$ cat config.mk
export PLATFORM = sky130hd
export DESIGN_NAME = hdr_tx_sequencer
export DESIGN_NICKNAME = d
export VERILOG_FILES = /design/src/rtl/hdr_tx_pkg.sv /design/src/rtl/hdr_tx_sequencer_crc32_d8.sv /design/src/rtl/hdr_tx_sequencer.sv
export SDC_FILE = /design/constraint.sdc
export NUM_CORES = 1
export LEC_CHECK = 0
export BUFFER_PORTS_ARGS = -buffer_cell sky130_fd_sc_hd__buf_2
export CAP_MARGIN = 20
export CORE_ASPECT_RATIO = 1.2
export CORE_UTILIZATION = 23
export CTS_CLUSTER_DIAMETER = 100
export DETAILED_ROUTE_END_ITERATION = 7
export SLEW_MARGIN = 30
export SYNTH_ARGS = -nofsm -noshare
export SYNTH_HDL_FRONTEND = slang
export SYNTH_SLANG_ARGS = --single-unit
export TNS_END_PERCENT = 5
$ cat constraint.sdc
create_clock -name rd_clk -period 5.9 [get_ports rd_clk]
set_input_delay 1.18 -clock rd_clk [delete_from_list [all_inputs] [get_ports rd_clk]]
set_output_delay 1.18 -clock rd_clk [all_outputs]
set_load 0.05 [all_outputs]
$ cat src/rtl/hdr_tx_pkg.sv
// Shared types and constants for the header-RAM frame transmit sequencer.
// Optional FCS stage is present when HDR_TX_FCS_EN is defined.
package hdr_tx_pkg;

`ifdef HDR_TX_FCS_EN
  typedef enum logic [2:0] {
    ST_IDLE,
    ST_PRE,
    ST_SFD,
    ST_HDR,
    ST_PAD,
    ST_FCS,
    ST_IFG
  } state_e;
`else
  typedef enum logic [2:0] {
    ST_IDLE,
    ST_PRE,
    ST_SFD,
    ST_HDR,
    ST_PAD,
    ST_IFG
  } state_e;
`endif

  localparam logic [7:0]  PREAMBLE_BYTE = 8'h55;
  localparam logic [7:0]  SFD_BYTE      = 8'hD5;
  localparam logic [31:0] CRC_POLY      = 32'hEDB88320;
  localparam logic [31:0] CRC_INIT      = 32'hFFFFFFFF;

  localparam int DEF_HDR_LEN      = 50;
  localparam int DEF_MIN_FRAME    = 60;
  localparam int DEF_PREAMBLE_LEN = 7;
  localparam int DEF_IFG_CYCLES   = 12;
  localparam int FCS_LEN          = 4;

endpackage

$ cat src/rtl/hdr_tx_sequencer_crc32_d8.sv
// Byte-wise reflected CRC-32 next-state (poly 0xEDB88320, LSB first).
// Ports: crc_in (current CRC), data (byte), crc_out (CRC after byte).
import hdr_tx_pkg::*;

module crc32_d8 (
  input  logic [31:0] crc_in,
  input  logic [7:0]  data,
  output logic [31:0] crc_out
);

  logic [31:0] c;

  always_comb begin
    c = crc_in ^ {24'h0, data};
    for (int i = 0; i < 8; i++) begin
      c = c[0] ? ((c >> 1) ^ CRC_POLY) : (c >> 1);
    end
  end

  assign crc_out = c;

endmodule

$ cat src/rtl/hdr_tx_sequencer.sv
// Frame TX sequencer: preamble, SFD, 50 header-RAM bytes, zero pad, IFG.
// Ports: start/payload_in in, payload_hold + ram_addr/ram_rd_en to RAM,
// ram_data from RAM, tx_en/tx_data byte stream, busy/done/start_ignored
// status, frame_cnt. Define HDR_TX_FCS_EN to append a CRC-32 FCS.
import hdr_tx_pkg::*;

module hdr_tx_sequencer #(
  parameter int HDR_LEN      = DEF_HDR_LEN,
  parameter int MIN_FRAME    = DEF_MIN_FRAME,
  parameter int PREAMBLE_LEN = DEF_PREAMBLE_LEN,
  parameter int IFG_CYCLES   = DEF_IFG_CYCLES
) (
  input  logic        rd_clk,
  input  logic        rst_n,
  input  logic        start,
  input  logic [63:0] payload_in,
  output logic [63:0] payload_hold,
  output logic [7:0]  ram_addr,
  output logic        ram_rd_en,
  input  logic [7:0]  ram_data,
  output logic        tx_en,
  output logic [7:0]  tx_data,
  output logic        busy,
  output logic        done,
  output logic        start_ignored,
  output logic [15:0] frame_cnt
);

  localparam int PAD_LEN =
    (MIN_FRAME > HDR_LEN) ? (MIN_FRAME - HDR_LEN) : 0;

  localparam logic [7:0] PRE_LAST = 8'(PREAMBLE_LEN - 1);
  localparam logic [7:0] HDR_LAST = 8'(HDR_LEN - 1);
  localparam logic [7:0] HDR_N    = 8'(HDR_LEN);
  localparam logic [7:0] PAD_LAST = 8'(PAD_LEN - 1);
  localparam logic [7:0] IFG_LAST = 8'(IFG_CYCLES - 1);

  state_e      state_q, state_d;
  logic [7:0]  cnt_q, cnt_d;
  logic        tx_en_q, tx_en_d;
  logic [7:0]  tx_data_q, tx_data_d;
  logic [63:0] payload_hold_q, payload_hold_d;
  logic [7:0]  ram_addr_q, ram_addr_d;
  logic        ram_rd_en_q, ram_rd_en_d;
  logic        busy_q, busy_d;
  logic        done_q, done_d;
  logic        start_ignored_q, start_ignored_d;
  logic [15:0] frame_cnt_q, frame_cnt_d;
  logic        to_tail;
  logic        to_ifg;

`ifdef HDR_TX_FCS_EN
  localparam logic [7:0] FCS_LAST = 8'(FCS_LEN - 1);

  logic [31:0] crc_q, crc_d;
  logic [31:0] crc_nxt;
  logic [31:0] fcs;

  assign fcs = ~crc_q;

  // CRC folds in each header/pad byte as it is loaded into tx_data.
  crc32_d8 u_crc (
    .crc_in  (crc_q),
    .data    (tx_data_d),
    .crc_out (crc_nxt)
  );

  always_comb begin
    crc_d = crc_q;
    if (state_d == ST_PRE) begin
      crc_d = CRC_INIT;
    end else if (tx_en_d &&
                 (state_d == ST_HDR || state_d == ST_PAD)) begin
      crc_d = crc_nxt;
    end
  end
`endif

  always_comb begin
    state_d         = state_q;
    cnt_d           = cnt_q;
    tx_en_d         = 1'b0;
    tx_data_d       = 8'h00;
    payload_hold_d  = payload_hold_q;
    ram_addr_d      = 8'h00;
    ram_rd_en_d     = 1'b0;
    busy_d          = busy_q;
    done_d          = 1'b0;
    start_ignored_d = start && (state_q != ST_IDLE);
    frame_cnt_d     = frame_cnt_q;
    to_tail         = 1'b0;
    to_ifg          = 1'b0;

    unique case (state_q)
      ST_IDLE: begin
        if (start) begin
          state_d        = ST_PRE;
          cnt_d          = 8'h00;
          tx_en_d        = 1'b1;
          tx_data_d      = PREAMBLE_BYTE;
          busy_d         = 1'b1;
          payload_hold_d = payload_in;
        end
      end
      ST_PRE: begin
        tx_en_d = 1'b1;
        if (cnt_q == PRE_LAST) begin
          state_d     = ST_SFD;
          cnt_d       = 8'h00;
          tx_data_d   = SFD_BYTE;
          ram_rd_en_d = 1'b1;
        end else begin
          cnt_d     = cnt_q + 8'd1;
          tx_data_d = PREAMBLE_BYTE;
        end
      end
      // Address runs one byte ahead of tx_data.
      ST_SFD: begin
        state_d   = ST_HDR;
        cnt_d     = 8'h00;
        tx_en_d   = 1'b1;
        tx_data_d = ram_data;
        if (HDR_LEN > 1) begin
          ram_rd_en_d = 1'b1;
          ram_addr_d  = 8'd1;
        end
      end
      ST_HDR: begin
        if (cnt_q == HDR_LAST) begin
          if (PAD_LEN > 0) begin
            state_d   = ST_PAD;
            cnt_d     = 8'h00;
            tx_en_d   = 1'b1;
            tx_data_d = 8'h00;
          end else begin
            to_tail = 1'b1;
          end
        end else begin
          cnt_d     = cnt_q + 8'd1;
          tx_en_d   = 1'b1;
          tx_data_d = ram_data;
          if ((cnt_q + 8'd2) < HDR_N) begin
            ram_rd_en_d = 1'b1;
            ram_addr_d  = cnt_q + 8'd2;
          end
        end
      end
      ST_PAD: begin
        if (cnt_q == PAD_LAST) begin
          to_tail = 1'b1;
        end else begin
          cnt_d     = cnt_q + 8'd1;
          tx_en_d   = 1'b1;
          tx_data_d = 8'h00;
        end
      end
`ifdef HDR_TX_FCS_EN
      ST_FCS: begin
        if (cnt_q == FCS_LAST) begin
          to_ifg = 1'b1;
        end else begin
          cnt_d     = cnt_q + 8'd1;
          tx_en_d   = 1'b1;
          tx_data_d = 8'(fcs >> {cnt_q + 8'd1, 3'b000});
        end
      end
`endif
      ST_IFG: begin
        if (cnt_q == IFG_LAST) begin
          state_d = ST_IDLE;
          cnt_d   = 8'h00;
          busy_d  = 1'b0;
        end else begin
          cnt_d = cnt_q + 8'd1;
        end
      end
      default: begin
        state_d = ST_IDLE;
        cnt_d   = 8'h00;
        busy_d  = 1'b0;
      end
    endcase

    if (to_tail) begin
`ifdef HDR_TX_FCS_EN
      state_d   = ST_FCS;
      cnt_d     = 8'h00;
      tx_en_d   = 1'b1;
      tx_data_d = fcs[7:0];
`else
      to_ifg = 1'b1;
`endif
    end

    if (to_ifg) begin
      state_d     = ST_IFG;
      cnt_d       = 8'h00;
      done_d      = 1'b1;
      frame_cnt_d = frame_cnt_q + 16'd1;
    end
  end

  always_ff @(posedge rd_clk or negedge rst_n) begin
    if (!rst_n) begin
      state_q         <= ST_IDLE;
      cnt_q           <= 8'h00;
      tx_en_q         <= 1'b0;
      tx_data_q       <= 8'h00;
      payload_hold_q  <= 64'h0;
      ram_addr_q      <= 8'h00;
      ram_rd_en_q     <= 1'b0;
      busy_q          <= 1'b0;
      done_q          <= 1'b0;
      start_ignored_q <= 1'b0;
      frame_cnt_q     <= 16'h0;
`ifdef HDR_TX_FCS_EN
      crc_q           <= CRC_INIT;
`endif
    end else begin
      state_q         <= state_d;
      cnt_q           <= cnt_d;
      tx_en_q         <= tx_en_d;
      tx_data_q       <= tx_data_d;
      payload_hold_q  <= payload_hold_d;
      ram_addr_q      <= ram_addr_d;
      ram_rd_en_q     <= ram_rd_en_d;
      busy_q          <= busy_d;
      done_q          <= done_d;
      start_ignored_q <= start_ignored_d;
      frame_cnt_q     <= frame_cnt_d;
`ifdef HDR_TX_FCS_EN
      crc_q           <= crc_d;
`endif
    end
  end

  assign tx_en         = tx_en_q;
  assign tx_data       = tx_data_q;
  assign payload_hold  = payload_hold_q;
  assign ram_addr      = ram_addr_q;
  assign ram_rd_en     = ram_rd_en_q;
  assign busy          = busy_q;
  assign done          = done_q;
  assign start_ignored = start_ignored_q;
  assign frame_cnt     = frame_cnt_q;

endmodule

Word-level counts from Yosys, hierarchy flattened
Cells that the tools add are included.
Operators by class
  $add $sub $neg: 3
  multipliers: 0
  divide/modulo/power cells: 0
  $lt $le $gt $ge: 1
  equal/unequal tests: 17
  shift-type cells: 0
  multiplexer cells: 34
  bitwise logic cells: 1
  reduce and logical (&&, ||, !) cells: 9
Operators with widths (number)
  8-bit 2-to-1 mux: 10
  8-bit one-hot mux with 5 select lines: 1
  8-bit one-hot mux with 4 select lines: 1
  3-bit one-hot mux with 6 select lines: 1
  16-bit by 1-bit adder with 16-bit output (second input constant): 1
  8-bit by 4-bit equality test with 1-bit output (second input constant): 2
  8-bit one-hot mux with 2 select lines: 1
  3-bit 2-to-1 mux: 5
  3-bit != test (second input constant): 5
  1-bit 2-to-1 mux: 11
  1-bit one-hot mux with 3 select lines: 3
  8-bit by 1-bit adder with 8-bit output (second input constant): 1
  8-bit by 2-bit adder with 8-bit output (second input constant): 1
  8-bit by 3-bit equality test with 1-bit output (second input constant): 1
  8-bit by 6-bit equality test with 1-bit output (second input constant): 1
  8-bit by 6-bit less-than comparator with 1-bit output (second input constant): 1
  7-bit 2-to-1 mux: 1
  3-bit by 2-bit equality test with 1-bit output (second input constant): 2
  3-bit equality test (second input constant): 2
  2-bit != test (second input constant): 3
  5-bit AND reduction: 1
  2-bit AND reduction: 2
  4-bit OR reduction: 1
  3-bit by 1-bit equality test with 1-bit output (second input constant): 1
  other kinds (6): 6
Storage, ports and cells
  flip-flop bits (word level): 112
  latch bits: 0
  RAM bits: 0
  memory bits (read-only): 0
  output and inout bits: 101
  memories kept: 0

Logic depth before layout (Yosys ltp)
Gate-level depths: netlist (run 1).
  depth after elaboration: 6
  mapped depth: 8
  depth with buffers taken out: 7

Worst setup path after synthesis (run 1)
Ideal clock, no wire load.
  path kind: input port to flip-flop
  start: in start
  end: reg payload_hold_q[0], in the netlist payload_hold[0]
  data arrival time: 2.002 ns
  required time: 5.775 ns
  path slack: 3.774 ns
  stages on the path: 4
  path through: and2_1 -> buf_2 -> buf_2 -> mux2_2
Between the ends
  word-level cells in the longest chain between the ends: 1
RTL lines
  start: declaration: line hdr_tx_sequencer.sv:15  | input logic start,
  2-bit AND reduction (no line)
  end signal: assignment: line hdr_tx_sequencer.sv:224  | payload_hold_q <= payload_hold_d;
  end: declaration: line hdr_tx_sequencer.sv:42  | logic [63:0] payload_hold_q, payload_hold_d;
Every way passes these cells.
A chain may end at the register's enable or synchronous reset.

Worst setup path in the final report (run 1)
  start: reg state_q[2]
  end: reg payload_hold_q[49], in the netlist payload_hold[49]
Between the ends
  word-level cells in the longest chain between the ends: 2
RTL lines
  start: declaration: line hdr_tx_sequencer.sv:38  | state_e state_q, state_d;
  start signal: assignment: line hdr_tx_sequencer.sv:220  | state_q <= state_d;
  3-bit logical NOT: line hdr_tx_sequencer.sv:94  | unique case (state_q)
  2-bit AND reduction (no line)
Every way passes these cells.

==> results.sh, run 1 <==
export IMPL_wirelength_mm=11.0
export IMPL_setup_ws_ns=3.25
export IMPL_power_density_nw_per_um2=605
export IMPL_drt_pass1_iter_count=6
export IMPL_min_from="frame_cnt[15]$_DFFE_PN0P_"
export IMPL_grt_pass1_vias=3385
export IMPL_cts_buffer_depth=2
export IMPL_clock_latency_ns=0.35
export IMPL_yosysUniqueCellTypes=47
export IMPL_diodes=0
export IMPL_ff2ff_path_depth=4
export IMPL_critical_path_buf_inv_count=1
export IMPL_rows=57
export IMPL_max_cap_violations=0
export IMPL_h_tree_depth=3
export IMPL_crit_path_start_kind="flop"
export IMPL_postLayoutCellArea_um2=6140
export IMPL_drc=0
export IMPL_timing_rr_start="state_q[2]$_DFFE_PN0P_"
export IMPL_seqPwrFrac_pct=33.9
export IMPL_hold_class="reg -> reg"
export IMPL_num_vias=3450
export IMPL_gp_congestion=0.771
export IMPL_grt_max_degree=64
export IMPL_final_nets=622
export IMPL_final_common_cell="buf_2"
export IMPL_ys_seq_area_share_pct=59.2
export IMPL_yosysWarnings=0
export IMPL_areaGrowthSynthToFinish_pct=29.7
export IMPL_avgSynthCellArea_um2=12.8
export IMPL_synth_cells=371
export IMPL_holdPathStages=1
export IMPL_n_fill_cell=2091
export IMPL_postCtsSetupBuffers=0
export IMPL_die_area_um2=21100
export IMPL_core_area_um2=20200
export IMPL_fp_dieW_um=133
export IMPL_drive_gt1_share_pct=48.3
export IMPL_grt_pass1_wl_mm=17.7
export IMPL_drt_antenna_violating_nets=0
export IMPL_overflow=0
export IMPL_finalCritPeriodShare_pct=44.9
export IMPL_fmax_mhz=377
export IMPL_grt_util_all_layers_pct=10.7
export IMPL_globalRouteMet3Util_pct=3.41
export IMPL_finalPower_w=0.00371
export IMPL_required_ns=6.13
export IMPL_fin_skew_ns=0.0120
export IMPL_placed_area_um2=5860
export IMPL_root_buffer="clkbuf_16"
export IMPL_period_needed_ns=2.65
export IMPL_p_leak_nw=2.92
export IMPL_clk_pin_slew_ns=0.08
export IMPL_netlist_area_um2=4730
export IMPL_crit_type="reg -> reg"
export IMPL_maxSlewHeadroom_pct=45.4
export IMPL_arrival_ns=2.88
export IMPL_drt_initial_drc_count=100
export IMPL_place_ws_ns=2.87
export IMPL_holdPathEnd="frame_cnt[15]$_DFFE_PN0P_"
export IMPL_netSwitchingPower_w=0.00183
export IMPL_post_dp_hpwl_mm=7.99
export IMPL_p_sw_share_pct=49.4
export IMPL_setup_viol=0
export IMPL_fin_tns_setup_ns=0
export IMPL_p_int_w=0.00188
export IMPL_end_kind="flop"
export IMPL_worst_pin_slew_ns=0.819
export IMPL_r2r_setup_slack_ns=3.25
export IMPL_cts_tree="built"
export IMPL_critical_path_peak_fanout=40
export IMPL_met1_usage_pct=12.1
export IMPL_p_comb_share_pct=50.5
export IMPL_crit_path_max_incr_delay_ns=0.60
export IMPL_io_pins=176
export IMPL_outcome="finished clean"
export IMPL_cts_buffers=9
export IMPL_cts_sinks=112
export IMPL_start_util_pct=23.4
export IMPL_clkPwrFrac_pct=15.6
export IMPL_post_route_util_pct=30.4
export IMPL_timing_rr_end="payload_hold[49]$_DFFE_PN0P_"
export IMPL_vias_per_cell=4.25
export IMPL_multi_input_comb_area_um2=1800
export IMPL_hold_viol_final=0
export IMPL_seq_area_um2=2800
export IMPL_peakVddDrop_mv=0.257
export IMPL_maxSlewViolCount=0
export IMPL_antenna_found_initial=0
export IMPL_cts_resized=0
export IMPL_port_buffer_count=175
export IMPL_hold_buffers=0
export IMPL_rsz0062_at_grt="false"
export IMPL_cp_slowest_cell="and2_2"
export IMPL_crit_chain="nor3_1, and2_2, buf_4, mux2_2"
export IMPL_critPathTopFamily="simple AND/OR/NAND/NOR gates"
export IMPL_layout_common_cells="buf_2, dfrtp_1, mux2_2"
export IMPL_grtUsageMet2_pct=18.7
export IMPL_ys_seq_elements=112
export IMPL_busiest_layer="met2"
export IMPL_die_h_um=159
export IMPL_wl_per_cell_um=13.5
[cells in the mapped netlist, drive strengths merged]
library cell	instances	share of area (%)
and3	7	0.93
clkbuf	6	0.50
xnor2	13	2.4
o21bai	2	0.32
o311a	1	0.21
and2	2	0.26
nor2	24	1.9
o22ai	1	0.13
nand3	8	0.95
o311ai	1	0.34
nand4	6	0.79
or4	1	0.24
or4bb	1	0.24
inv	8	0.63
buf	12	1.6
a22oi	1	0.16
a41o	1	0.21
a31oi	4	0.53
nor2b	7	0.93
and4	2	0.37
nor3b	2	0.32
a221oi	1	0.19
a2111oi	1	0.19
o21ai	13	1.4
a311o	1	0.21
nor3	5	0.53
conb	1	0.079
nor4	3	0.71
a21oi	15	1.6
nand2	19	1.5
nand2b	5	0.66
a41oi	3	0.71
xor2	6	1.1
ha	5	1.3
mux2	65	15
dfrtp	112	59
nand3b	3	0.48
a21o	1	0.16
nand4b	1	0.19
o211ai	1	0.26
[power by group through the flow]
stage	clock [W]	sequential, W	combinational (W)
after global placement	0	0.00127	0.00187
after detailed placement	0	0.00128	0.00189
after floorplan	0	0.00216	0.000573
final	0.000580	0.00126	0.00187
after CTS	0.000615	0.00126	0.00190
after global routing	0.000640	0.00130	0.00198
[worst max-delay path by stage]
stage                                      start  slack [ns]                           end  cells after the start
after floorplan                            start        3.77   payload_hold[0]$_DFFE_PN0P_                      4
after global placement                     start        2.89  payload_hold[62]$_DFFE_PN0P_                      4
after detailed placement                   start        2.87  payload_hold[42]$_DFFE_PN0P_                      4
after CTS                 state_q[2]$_DFFE_PN0P_        3.18  payload_hold[49]$_DFFE_PN0P_                      4
after global routing      state_q[2]$_DFFE_PN0P_        3.00  payload_hold[42]$_DFFE_PN0P_                      4
final                     state_q[2]$_DFFE_PN0P_        3.25  payload_hold[49]$_DFFE_PN0P_                      4
[final cells by class]
type	instances	area share, %
Multi-Input combinational cell	234	29.4
Clock inverter	6	0.795
Timing Repair Buffer	177	14.6
Inverter	8	0.489
Tap cell	265	5.40
Sequential cell	112	45.7
Clock buffer	10	3.73
[stage by stage]
stage | hold slack (ns) | std cells
3_3_place_gp | 0.455 | 796
6_report | 0.474 | 812
3_5_place_dp | 0.461 | 796
4_1_cts | 0.475 | 812
5_1_grt | 0.512 | 812
2_1_floorplan | 0.521 | 372
[sequential cells by signal (all words and copies together) (netlist names)]
name,flops
payload_hold,64
frame_cnt,16
cnt_q,8
ram_addr,8
tx_data,8
state_q,3
busy,1
done,1
ram_rd_en,1
start_ignored,1
tx_en,1
[layer usage]
layer / up-vias / part of all wire, % / wire length (um)
li1: 1641 / - / -
met1: 1700 / 41 / 4550
met2: 99 / 51 / 5630
met3: 10 / 6.0 / 661
met4: 0 / 1.3 / 139
met5: - / 0 / 0
[cells by family after synthesis]
| group | share of synthesized area [%] |
|---|---|
| simple gates | 11.0 |
| mux | 15.5 |
| fa+ha+maj | 1.32 |
| compound gates | 6.59 |
| other cells | 0.0793 |
| buf+inv | 2.78 |
| xor+xnor | 3.52 |
| flops | 59.2 |
No activity file was read; power rests on OpenSTA's default activity.
==> run 2, diff against run 1 <==
==> constraint.sdc (replaced) <==
create_clock -name rd_clk -period 2.75 [get_ports rd_clk]
set_input_delay 0.55 -clock rd_clk [delete_from_list [all_inputs] [get_ports rd_clk]]
set_output_delay 0.55 -clock rd_clk [all_outputs]
set_load 0.05 [all_outputs]
==> results.sh, run 2 (synthesis gave the netlist of run 1 again) <==
export IMPL_outcome="finished clean"
export IMPL_maxSlewHeadroom_pct=62.2
export IMPL_multi_input_comb_area_um2=1800
export IMPL_rsz0062_at_grt="false"
export IMPL_period_needed_ns=2.25
export IMPL_seq_area_um2=2800
export IMPL_io_pins=176
export IMPL_die_area_um2=21100
export IMPL_grt_max_degree=65
export IMPL_grt_util_all_layers_pct=10.6
export IMPL_final_common_cell="buf_2"
export IMPL_max_cap_violations=0
export IMPL_end_kind="flop"
export IMPL_timing_rr_end="cnt_q[4]$_DFFE_PN0P_"
export IMPL_arrival_ns=2.46
export IMPL_crit_path_max_incr_delay_ns=0.48
export IMPL_hold_class="in -> async"
export IMPL_power_density_nw_per_um2=1300
export IMPL_core_area_um2=20200
export IMPL_num_vias=3456
export IMPL_overflow=0
export IMPL_areaGrowthSynthToFinish_pct=31.3
export IMPL_grt_pass1_wl_mm=17.6
export IMPL_postCtsSetupBuffers=0
export IMPL_crit_type="reg -> reg"
export IMPL_p_leak_nw=2.96
export IMPL_cts_buffers=9
export IMPL_cp_slowest_cell="or4bb_1"
export IMPL_wirelength_mm=10.9
export IMPL_drive_gt1_share_pct=48.5
export IMPL_diodes=0
export IMPL_fin_skew_ns=0.00789
export IMPL_timing_rr_start="cnt_q[0]$_DFFE_PN0P_"
export IMPL_start_util_pct=23.4
export IMPL_setup_viol=0
export IMPL_grt_pass1_vias=3312
export IMPL_final_nets=625
export IMPL_maxSlewViolCount=0
export IMPL_cts_buffer_depth=2
export IMPL_gp_congestion=0.796
export IMPL_drc=0
export IMPL_fin_tns_setup_ns=0
export IMPL_critPathTopFamily="compound AO/OA/AOI/OAI gates"
export IMPL_layout_common_cells="buf_2, dfrtp_1, mux2_2"
export IMPL_wl_per_cell_um=13.4
export IMPL_peakVddDrop_mv=0.494
export IMPL_rows=57
export IMPL_crit_path_start_kind="flop"
export IMPL_antenna_found_initial=0
export IMPL_drt_initial_drc_count=161
export IMPL_port_buffer_count=175
export IMPL_r2r_setup_slack_ns=0.50
export IMPL_fp_dieW_um=133
export IMPL_finalPower_w=0.00810
export IMPL_critical_path_buf_inv_count=1
export IMPL_finalCritPeriodShare_pct=81.7
export IMPL_post_dp_hpwl_mm=7.97
export IMPL_vias_per_cell=4.24
export IMPL_worst_pin_slew_ns=0.552
export IMPL_die_h_um=159
export IMPL_cts_tree="built"
export IMPL_n_fill_cell=2087
export IMPL_root_buffer="clkbuf_16"
export IMPL_crit_chain="inv_1, ha_1, or4bb_1, a21oi_1, o211ai_2, a41oi_1, a31oi_1"
export IMPL_largest_reg_flops=64
export IMPL_hold_buffers=0
export IMPL_critical_path_peak_fanout=14
export IMPL_fmax_mhz=445
export IMPL_drt_pass1_iter_count=4
export IMPL_h_tree_depth=3
export IMPL_cts_resized=0
export IMPL_hold_viol_final=0
export IMPL_drt_antenna_violating_nets=0
export IMPL_ff2ff_path_depth=7
export IMPL_clk_pin_slew_ns=0.08
export IMPL_worst_path_stages=7
export IMPL_cts_sinks=112
export IMPL_required_ns=2.97
export IMPL_clock_latency_ns=0.35
run 2: cell count changes in the layout (fill, tap and decap cells not counted):
cell	change
clkinv_2	-1
buf_4	+1
buf_12	+2
bufinv_16	+1
run 2: power by group:
| part | internal, W | switching [W] |
|---|---|---|
| clock | 0.000723 | 0.000624 |
| sequential | 0.00227 | 0.000409 |
| combinational | 0.00116 | 0.00292 |
| total | 0.00415 | 0.00395 |
run 2: how the worst max path moves through the flow:
stage | start | endpoint | slack [ns]
global route | cnt_q[0]$_DFFE_PN0P_ | cnt_q[4]$_DFFE_PN0P_ | 0.28
CTS | cnt_q[0]$_DFFE_PN0P_ | cnt_q[4]$_DFFE_PN0P_ | 0.49
finish | cnt_q[0]$_DFFE_PN0P_ | cnt_q[4]$_DFFE_PN0P_ | 0.50
detailed placement | cnt_q[0]$_DFFE_PN0P_ | cnt_q[4]$_DFFE_PN0P_ | 0.50
floorplan | cnt_q[0]$_DFFE_PN0P_ | cnt_q[2]$_DFFE_PN0P_ | 0.76
global placement | cnt_q[0]$_DFFE_PN0P_ | cnt_q[4]$_DFFE_PN0P_ | 0.53
run 2: per-stage QoR:
step | hold WS [ns] | util, % | worst slack [ns] | area [um2] | instances
2_1_floorplan | 0.254 | - | 0.763 | 4730 | 372
3_3_place_gp | 0.458 | 29.3 | 0.526 | 5910 | 799
3_5_place_dp | 0.480 | 29.3 | 0.504 | 5910 | 799
4_1_cts | 0.185 | 30.8 | 0.494 | 6210 | 815
5_1_grt | 0.214 | 30.8 | 0.284 | 6210 | 815
6_report | 0.181 | 30.8 | 0.504 | 6210 | 815
run 2: layout make-up:
class                           instances  area share, %
Clock buffer                           10           3.69
Clock inverter                          6           1.19
Inverter                                8          0.484
Multi-Input combinational cell        234           29.0
Sequential cell                       112           45.1
Tap cell                              265           5.34
Timing Repair Buffer                  180           15.2
run 2: per-layer routing:
layer | up-vias | track usage [%] | routed length, um
li1 | 1647 | - | -
met1 | 1671 | 12.3 | 4520
met2 | 120 | 18.0 | 5470
met3 | 18 | 2.52 | 661
met4 | 0 | 5.75 | 272
met5 | - | 0 | 0
==> run 3, diff against run 2 <==
==> constraint.sdc (replaced) <==
create_clock -name rd_clk -period 1.9 [get_ports rd_clk]
set_input_delay 0.38 -clock rd_clk [delete_from_list [all_inputs] [get_ports rd_clk]]
set_output_delay 0.38 -clock rd_clk [all_outputs]
set_load 0.05 [all_outputs]
==> results.sh, run 3 (synthesis gave the netlist of run 1 again) <==
export IMPL_fp_dieW_um=133
export IMPL_die_h_um=159
export IMPL_r2r_setup_slack_ns=0.03
export IMPL_crit_type="reg -> reg"
export IMPL_h_tree_depth=3
export IMPL_drive_gt1_share_pct=53.7
export IMPL_placed_area_um2=6260
export IMPL_clk_pin_slew_ns=0.07
export IMPL_fin_skew_ns=0.00722
export IMPL_place_ws_ns=0.00753
export IMPL_grt_util_all_layers_pct=11.3
export IMPL_final_common_cell="buf_2"
export IMPL_hold_class="in -> reg"
export IMPL_final_nets=663
export IMPL_setup_ws_ns=0.0270
export IMPL_max_cap_violations=0
export IMPL_period_needed_ns=1.87
export IMPL_wirelength_mm=11.7
export IMPL_drc=0
export IMPL_root_buffer="clkbuf_16"
export IMPL_rsz0062_at_grt="true"
export IMPL_crit_path_start_kind="flop"
export IMPL_fmax_mhz=534
export IMPL_timing_rr_start="cnt_q[6]$_DFFE_PN0P_"
export IMPL_antenna_found_initial=0
export IMPL_arrival_ns=2.10
export IMPL_crit_chain="or4_4, nor4_4, buf_12, buf_6, nand4_1, xnor2_1"
export IMPL_overflow=0
export IMPL_clock_latency_ns=0.34
export IMPL_diodes=0
export IMPL_critical_path_buf_inv_count=2
export IMPL_crit_path_max_incr_delay_ns=0.56
export IMPL_rows=57
export IMPL_cts_tree="built"
export IMPL_min_from="ram_data[5]"
export IMPL_start_util_pct=23.4
export IMPL_power_density_nw_per_um2=1850
export IMPL_ff2ff_path_depth=6
export IMPL_die_area_um2=21100
export IMPL_num_vias=3615
export IMPL_grt_pass1_wl_mm=18.6
export IMPL_largest_reg_flops=64
export IMPL_grt_max_degree=57
export IMPL_wl_per_cell_um=13.7
export IMPL_post_dp_hpwl_mm=8.83
export IMPL_holdPathEnd="tx_data[5]$_DFF_PN0_"
export IMPL_outcome="finished clean"
export IMPL_timing_rr_end="frame_cnt[11]$_DFFE_PN0P_"
export IMPL_peakVddDrop_mv=0.881
export IMPL_port_buffer_count=175
export IMPL_p_leak_nw=3.19
export IMPL_grt_pass1_vias=3501
export IMPL_layout_common_cells="buf_2, dfrtp_1, mux2_2"
export IMPL_cts_sinks=112
export IMPL_holdPathStages=2
export IMPL_fin_tns_setup_ns=0
export IMPL_drt_initial_drc_count=109
export IMPL_critPathTopFamily="simple AND/OR/NAND/NOR gates"
export IMPL_setup_viol=0
export IMPL_finalCritPeriodShare_pct=98.6
export IMPL_core_area_um2=20200
export IMPL_drt_pass1_iter_count=4
export IMPL_cp_slowest_cell="or4_4"
export IMPL_n_fill_cell=2050
export IMPL_postLayoutCellArea_um2=6680
export IMPL_cts_buffers=9
export IMPL_hold_viol_final=0
export IMPL_areaGrowthSynthToFinish_pct=41.1
export IMPL_cts_buffer_depth=2
export IMPL_drt_antenna_violating_nets=0
export IMPL_gp_congestion=0.801
export IMPL_io_pins=176
export IMPL_required_ns=2.13
export IMPL_critical_path_peak_fanout=6
export IMPL_maxSlewViolCount=0
export IMPL_vias_per_cell=4.24
export IMPL_end_kind="flop"
run 3: cell count changes in the layout (fill, tap and decap cells not counted), sizes merged:
cell and change:
buf +37, clkinvlp +1, dlygate4sd3 +1, inv -4, clkbuf +2, clkinv +1
run 3: worst reg2reg max path, stage by stage (launching register included):
cell and delay [ns]:
dfrtp_1 0.38, or4_4 0.56, nor4_4 0.28, buf_12 0.16, buf_6 0.11, nand4_1 0.11, xnor2_1 0.15
run 3: where the power goes:
group | switching (W) | leakage, nW | internal [W] | total [W]
clock | 0.000851 | 0.155 | 0.00113 | 0.00198
combinational | 0.00452 | 1.65 | 0.00211 | 0.00663
sequential | 0.000455 | 1.39 | 0.00329 | 0.00374
run 3: how the worst max path moves through the flow:
stage	startpoint	to	slack, ns	cells after the start
3_5_place_dp	cnt_q[1]$_DFFE_PN0P_	ram_rd_en$_DFF_PN0_	0.008	6
5_1_grt	cnt_q[0]$_DFFE_PN0P_	cnt_q[6]$_DFFE_PN0P_	-0.05	8
2_1_floorplan	cnt_q[5]$_DFFE_PN0P_	frame_cnt[1]$_DFFE_PN0P_	-0.04	5
4_1_cts	cnt_q[1]$_DFFE_PN0P_	ram_rd_en$_DFF_PN0_	-0.005	6
3_3_place_gp	cnt_q[1]$_DFFE_PN0P_	ram_addr[0]$_DFF_PN0_	0.03	6
6_report	cnt_q[6]$_DFFE_PN0P_	frame_cnt[11]$_DFFE_PN0P_	0.03	6
run 3: what timing repair did:
item / 4_1_cts / 5_1_grt
buffers inserted: 0 / 4
hold endpoints to repair: 22 / 0
gates cloned: 0 / 0
endpoints found under the setup margin: 3 / 22
resized for setup: 1 / 18
hold buffers: 1 / 0
pin swaps: 1 / 12
run 3: layout make-up:
class	instances	area, um2	share of cell area (%)
Clock buffer	12	267	3.99
Clock inverter	4	51.3	0.768
Inverter	8	30.0	0.450
Multi-Input combinational cell	234	1860	27.9
Sequential cell	112	2800	42.0
Tap cell	265	332	4.97
Timing Repair Buffer	218	1330	20.0
run 3: through the flow:
step                cells  hold WS, ns  utilization (%)  total power (W)
floorplan             372       0.0844                -          0.00848
global placement      832        0.313             31.0           0.0104
detailed placement    832        0.310             31.0           0.0104
CTS                   849        0.235             32.6           0.0125
global route          853        0.235             33.1           0.0130
finish                853        0.255             33.1           0.0124
run 3: per-layer routing:
metal | part of all wire (%) | up-vias | GRT usage, %
met3 | 5.9 | 11 | 3.12
met5 | 0 | - | 0
met4 | 1.2 | 0 | 3.71
li1 | - | 1730 | -
met1 | 43 | 1749 | 13.8
met2 | 50 | 125 | 19.2
